`config.mk`:
```
export PLATFORM = sky130hd
export DESIGN_NAME = dmem_arbiter
export DESIGN_NICKNAME = d
export VERILOG_FILES = /design/src/rtl/dmem_arbiter_pkg.sv /design/src/rtl/dmem_arb_pick.sv /design/src/rtl/dmem_arbiter.sv
export SDC_FILE = /design/constraint.sdc
export NUM_CORES = 1
export LEC_CHECK = 0
export CORE_AREA = 2 2 335 337
export DETAILED_ROUTE_END_ITERATION = 8
export DIE_AREA = 0 0 337 339
export PLACE_DENSITY_LB_ADDON = 0.1
export SKIP_CTS_REPAIR_TIMING = 1
export SYNTH_ARGS = -nofsm -noshare
export SYNTH_HDL_FRONTEND = slang
export SYNTH_HIERARCHICAL = 1
export SYNTH_SLANG_ARGS = --single-unit
export TNS_END_PERCENT = 50
```
`constraint.sdc`:
```
create_clock -name clock -period 3.9 [get_ports clock]
set_clock_uncertainty 0.15 [all_clocks]
set_input_delay 0.975 -clock clock [delete_from_list [all_inputs] [get_ports clock]]
set_output_delay 0.975 -clock clock [all_outputs]
set_load 0.02 [all_outputs]
```
`src/rtl/dmem_arbiter_pkg.sv`:
```
// Shared types for the two-port data-memory arbiter: widths, FSM states, latched op encoding.
package dmem_arbiter_pkg;
  localparam int ADDR_W_DEF = 28;
  localparam int DATA_W_DEF = 128;
  localparam int NUM_PORTS  = 2;

  typedef enum logic [1:0] {IDLE, BUSY, DONE} state_t;
  typedef enum logic       {OP_READ, OP_WRITE} op_t;
endpackage

```
`src/rtl/dmem_arb_pick.sv`:
```
// Winner selection between the two requesters.
// DMEM_ARB_ROUND_ROBIN_EN: ties go to the port not granted last; otherwise port 0 wins ties.
module dmem_arb_pick
  import dmem_arbiter_pkg::*;
(
  input  logic                 clock,
  input  logic                 reset,
  input  logic [NUM_PORTS-1:0] req,
  input  logic                 take,
  output logic                 win
);
`ifdef DMEM_ARB_ROUND_ROBIN_EN
  // last granted port; resets to 1 so port 0 takes the first tie
  logic last;

  always_ff @(posedge clock or negedge reset) begin
    if (!reset)    last <= 1'b1;
    else if (take) last <= win;
  end

  always_comb begin
    win = 1'b0;
    if (req == 2'b10)      win = 1'b1;
    else if (req == 2'b11) win = ~last;
  end
`else
  logic pick_unused;
  assign pick_unused = &{1'b0, clock, reset, take};
  assign win = req[1] & ~req[0];
`endif
endmodule

```
`src/rtl/dmem_arbiter.sv`:
```
// Shares one block memory between two cache ports: latch winner's request, hold it until the
// memory drops busywait, return the block, then idle one cycle. Option: DMEM_ARB_ROUND_ROBIN_EN.
module dmem_arbiter
  import dmem_arbiter_pkg::*;
#(
  parameter int ADDR_W = ADDR_W_DEF,
  parameter int DATA_W = DATA_W_DEF
) (
  input  logic              clock,
  input  logic              reset,
  input  logic              p0_read,
  input  logic              p0_write,
  input  logic [ADDR_W-1:0] p0_address,
  input  logic [DATA_W-1:0] p0_writedata,
  output logic [DATA_W-1:0] p0_readdata,
  output logic              p0_busywait,
  input  logic              p1_read,
  input  logic              p1_write,
  input  logic [ADDR_W-1:0] p1_address,
  input  logic [DATA_W-1:0] p1_writedata,
  output logic [DATA_W-1:0] p1_readdata,
  output logic              p1_busywait,
  output logic              mem_read,
  output logic              mem_write,
  output logic [ADDR_W-1:0] mem_address,
  output logic [DATA_W-1:0] mem_writedata,
  input  logic [DATA_W-1:0] mem_readdata,
  input  logic              mem_busywait
);
  logic [NUM_PORTS-1:0]             req, wr_req, bw;
  logic [NUM_PORTS-1:0][ADDR_W-1:0] addr_in;
  logic [NUM_PORTS-1:0][DATA_W-1:0] wdata_in, rdata_q;
  state_t                           state, state_nx;
  op_t                              op;
  logic                             grant, win, take, cap;
  logic [ADDR_W-1:0]                addr_q;
  logic [DATA_W-1:0]                wdata_q;

  assign req      = {p1_read | p1_write, p0_read | p0_write};
  assign wr_req   = {p1_write, p0_write};
  assign addr_in  = {p1_address, p0_address};
  assign wdata_in = {p1_writedata, p0_writedata};
  assign take     = (state == IDLE) && (|req);
  assign cap      = (state == BUSY) && !mem_busywait && (op == OP_READ);

  dmem_arb_pick u_pick (
    .clock (clock),
    .reset (reset),
    .req   (req),
    .take  (take),
    .win   (win)
  );

  always_ff @(posedge clock or negedge reset) begin
    if (!reset) state <= IDLE;
    else        state <= state_nx;
  end

  always_comb begin
    state_nx  = state;
    mem_read  = 1'b0;
    mem_write = 1'b0;
    case (state)
      IDLE: if (|req) state_nx = BUSY;
      BUSY: begin
        mem_read  = (op == OP_READ);
        mem_write = (op == OP_WRITE);
        if (!mem_busywait) state_nx = DONE;
      end
      DONE:    state_nx = IDLE;
      default: state_nx = IDLE;
    endcase
  end

  // write wins when a port raises read and write together
  always_ff @(posedge clock or negedge reset) begin
    if (!reset) begin
      grant   <= 1'b0;
      op      <= OP_READ;
      addr_q  <= '0;
      wdata_q <= '0;
    end else if (take) begin
      grant   <= win;
      op      <= wr_req[win] ? OP_WRITE : OP_READ;
      addr_q  <= addr_in[win];
      wdata_q <= wdata_in[win];
    end
  end

  always_ff @(posedge clock or negedge reset) begin
    if (!reset)   rdata_q <= '0;
    else if (cap) rdata_q[grant] <= mem_readdata;
  end

  for (genvar i = 0; i < NUM_PORTS; i++) begin : g_bw
    assign bw[i] = req[i] & ~((state == DONE) && (grant == 1'(i)));
  end

  assign mem_address   = addr_q;
  assign mem_writedata = wdata_q;
  assign p0_readdata   = rdata_q[0];
  assign p1_readdata   = rdata_q[1];
  assign p0_busywait   = bw[0];
  assign p1_busywait   = bw[1];
endmodule

```
==> impl_summary.md <==
Run status
The flow ran to the end, and the final reports show no timing, DRC or antenna violations.

Cells and area
The layout cell share with drive strength beyond 1 is around 35%. The final cell area excluding filler cells is approximately 30000 µm². The combined area of the multi-input logic cells is approximately 6500 µm². The signed area change from the synthesized netlist to the final layout is 71.1%. The sequential cell area in the final layout is about 10000 µm². The top cell types in the final layout, fill and taps aside, are sky130_fd_sc_hd__clkdlybuf4s50_1, sky130_fd_sc_hd__mux2_2, sky130_fd_sc_hd__dfrtp_1. The most frequent standard cell in the layout excluding fill and tap cells is sky130_fd_sc_hd__clkdlybuf4s50_1. The number of inserted filler cells in the final layout is about 11k. The post-layout utilization of the core is about 27%. The final layout net count is ~2.4k.

Route
The post-detailed-route count of antenna-violating nets is 0. The routed layout has about 13k vias. The overall routed net length is 76.5 mm. The total iterations of the first detailed-routing run is 4. After detailed routing, the number of vias per cell comes to around 3.6. The first-iteration detailed-routing DRC count is 298.

The number of remaining DRC errors is 0. In the final routed layout, each cell accounts on average for 21.9 µm.

Die
The width of the die is roughly 340 µm. Pin placement for this block handled 863 I/O pins. The floorplan step defined a die boundary enclosing roughly 110000 µm².

The die is ~340 µm tall. The initial cell density of the core is between 10% and 20%. The core area is approximately 110000 µm². The number of core rows is ~120.

Timing
The count of endpoints failing hold in the final timing report is 0. The setup-violating endpoint count in the final report is 0. The minimum hold slack is ~190 ps. The share of the clock period used by the worst path is 93.5%.

Summed over all failing endpoints, the final setup total negative slack is 0 ps. The count of final max-slew check failures is 0. The maximum achievable frequency is between 200 and 300 MHz. The worst-case headroom to the max-slew limit is about 60%. Setup repair after global routing left no endpoint under its margin.

At the pin with the least slew margin, the transition time is just under 600 ps. The routed design could run at a clock period as short as 3650 ps.

Clocking
The number of clock buffers added by TritonCTS is 55. TritonCTS built the clock tree. The tree is rooted in a sky130_fd_sc_hd__clkbuf_16.

The clock latency of the later-clocked register in the worst-skew pair is between 600 and 700 ps. The longest clock path from root to sink contains 3 buffers. The H-tree depth is 2. After clock tree synthesis, the clock-pin slew on the worst setup and hold paths is roughly 50 ps. The number of sinks driven by the clock tree is 416.

Pwr
The internal portion of the total power is between 15 and 20 mW. In this run the power spent charging and discharging nets is 9.13 mW. For this design the ratio of total power to cell area is 840 nW/µm².

Summed over all cells, the static leakage comes to 11.8 nW. VDD sags by at most between 0.4 and 0.5 mV. The portion of total power attributed to sequential cells is roughly 31%.

The switching portion of total power is between 30% and 40%. Of the total power, combinational logic draws between 40% and 50%. The relative contribution of the clock network to total power is ~20%.

Flow run
The number of maximum-capacitance constraint violations is 0.

Synthesis
In the synthesized netlist the dominant register cell turns out to be sky130_fd_sc_hd__dfrtp_1. For this run, asynchronously set or reset flops after synthesis account for between 90% and 100%. The synthesized netlist devotes 0% of its cell area to XOR and XNOR gates. The fraction of synthesized area in multiplexers is a little under two fifths. The post-synthesis net count is approximately 1.5k.

The cell count after synthesis is ~1.1k. In this run, synthesis inferred 0 flip-flops with an integrated enable. Summing the areas of all compound-gate instances in the mapped netlist gives less than 1% of the synthesized area. After synthesis, the largest family of logic cells by area is multiplexers. The register bit count reported by yosys is between 400 and 500.

The synthesized netlist devotes less than 1% of its cell area to simple gates. The synthesized netlist occupies a cell area of ~17000 µm². The synthesis warning total is 6. The area share of fa/ha/maj cells after synthesis is 0%. The portion of the post-synthesis area used by sequential elements is about three fifths. The mean area per synthesized cell is about 16 µm². The unique cell type count in the Yosys netlist is 19.

Critical path
The type of origin of the critical path is a primary input. Data on the critical path is required at its endpoint by roughly 2800 ps. At the worst endpoint, the arrival time is about 2500 ps.

The signal on the critical path passes through clkdlybuf4s50_1, nor2_1, a31oi_1, clkdlybuf4s50_1. The category of the most critical setup path is primary input to output pin. The top fanout value on the critical path is 3. The cell seen most often among critical-path stages is sky130_fd_sc_hd__clkdlybuf4s50_1. For this design, the slowest cell found on the critical path is sky130_fd_sc_hd__clkdlybuf4s50_1. The delay contributed by the slowest stage of the critical path is ~660 ps. STA classifies the critical path endpoint as an output pin.

Min path
The worst hold path belongs to the class primary input to asynchronous set/reset pin.

Placed design
In this run the tool buffered the top-level ports with roughly 860 buffer cells. Once placement finished, the instance area stood at about 28000 µm². The placed wire-length estimate is around 60 mm. The final weighted congestion of routability-driven global placement is roughly 0.79.

GRT
The overflow left after global routing is 0. The number of global-route vias before repair is 13.9k. Global routing consumed, over all layers together, about an eighth of the routing resources. The initial antenna violation count is 13.

Entering global routing, the biggest net connects between 70 and 80 pins. The first global-routing pass estimated 107 mm of wire.
-- kinds of logic (layout without fill, tap and decap cells) --
logic type,Yosys count,in the layout
multiplexers,571,571
AO/OA/AOI/OAI,3,3
buffers and inverters,68,995
AND/OR/NAND/NOR,12,12
flip-flops,416,416
other,0,5
-- metal layers --
layer,GRT usage [%],vias to the layer above,share of wire (%)
met5,0,-,0.041
met4,3.64,6,2.3
met3,4.47,94,8.3
met2,25.9,489,56
met1,12.4,6339,33
li1,-,5624,-
-- worst paths after layout --
check	startpoint	to	slack, ps	cells after the start
setup / recovery	p0_write	p0_busywait	250	4
hold / removal	reset	p1_readdata[109]$_DFFE_PN0P_	190	1
setup reg to reg	grant$_DFFE_PN0P_	p1_readdata[91]$_DFFE_PN0P_	1490	4
hold reg to reg	mem_writedata[23]$_DFFE_PN0P_	mem_writedata[23]$_DFFE_PN0P_	350	1
max in group asynchronous	reset	p0_readdata[95]$_DFFE_PN0P_	2520	2
min in group clock	mem_writedata[23]$_DFFE_PN0P_	mem_writedata[23]$_DFFE_PN0P_	350	1
-- cells in the mapped netlist, types with 2 or more instances --
master | number | area [µm²]
sky130_fd_sc_hd__inv_1 | 4 | 15.0
sky130_fd_sc_hd__nand2_1 | 2 | 7.51
sky130_fd_sc_hd__mux2_2 | 571 | 6430
sky130_fd_sc_hd__clkbuf_8 | 8 | 110
sky130_fd_sc_hd__dfrtp_1 | 416 | 10400
sky130_fd_sc_hd__buf_2 | 32 | 160
sky130_fd_sc_hd__nor2_1 | 4 | 15.0
sky130_fd_sc_hd__buf_1 | 14 | 52.6
sky130_fd_sc_hd__clkbuf_1 | 3 | 11.3
sky130_fd_sc_hd__buf_6 | 6 | 67.6
sky130_fd_sc_hd__a31oi_1 | 2 | 12.5
-- per-stage QoR --
step | total power [mW] | cells | worst slack (ps)
detailed placement | 20.3 | 3387 | 236
CTS | 25.6 | 3485 | 230
finish | 24.9 | 3490 | 252
global route | 26.3 | 3487 | 220
floorplan | 13.4 | 1070 | 996
global placement | 20.3 | 3387 | 260
-- power by group through the flow --
| stage | clock network (mW) | registers [mW] | logic, mW |
|---|---|---|---|
| 4_1_cts | 5.24 | 7.66 | 12.7 |
| 3_5_place_dp | 0 | 7.71 | 12.6 |
| 5_1_grt | 5.42 | 7.93 | 13.0 |
| 3_3_place_gp | 0 | 7.64 | 12.6 |
| 6_report | 4.98 | 7.62 | 12.3 |
| 2_1_floorplan | 0 | 10.3 | 3.18 |
-- sequential cells by signal (all words and copies together) (netlist names) --
register       cells
mem_address       28
state              2
mem_writedata    128
op                 1
grant              1
p0_readdata      128
p1_readdata      128
-- final cells by class --
type	count	area share, %
sequential	416	35.1
tap	1488	6.27
inverter	5	0.0801
multi-input combinational	586	22.0
clock inverter	11	0.278
antenna	5	0.0421
clock buffer	87	5.68
timing repair buffer	892	30.6
-- critical path: cells and delay by family --
kind                   cells  cell delay [ps]
AOI/OAI and AO/OA          1              240
and+or+nand+nor            1              120
buffers and inverters      2             1180
(Power assumes the default switching activity.)
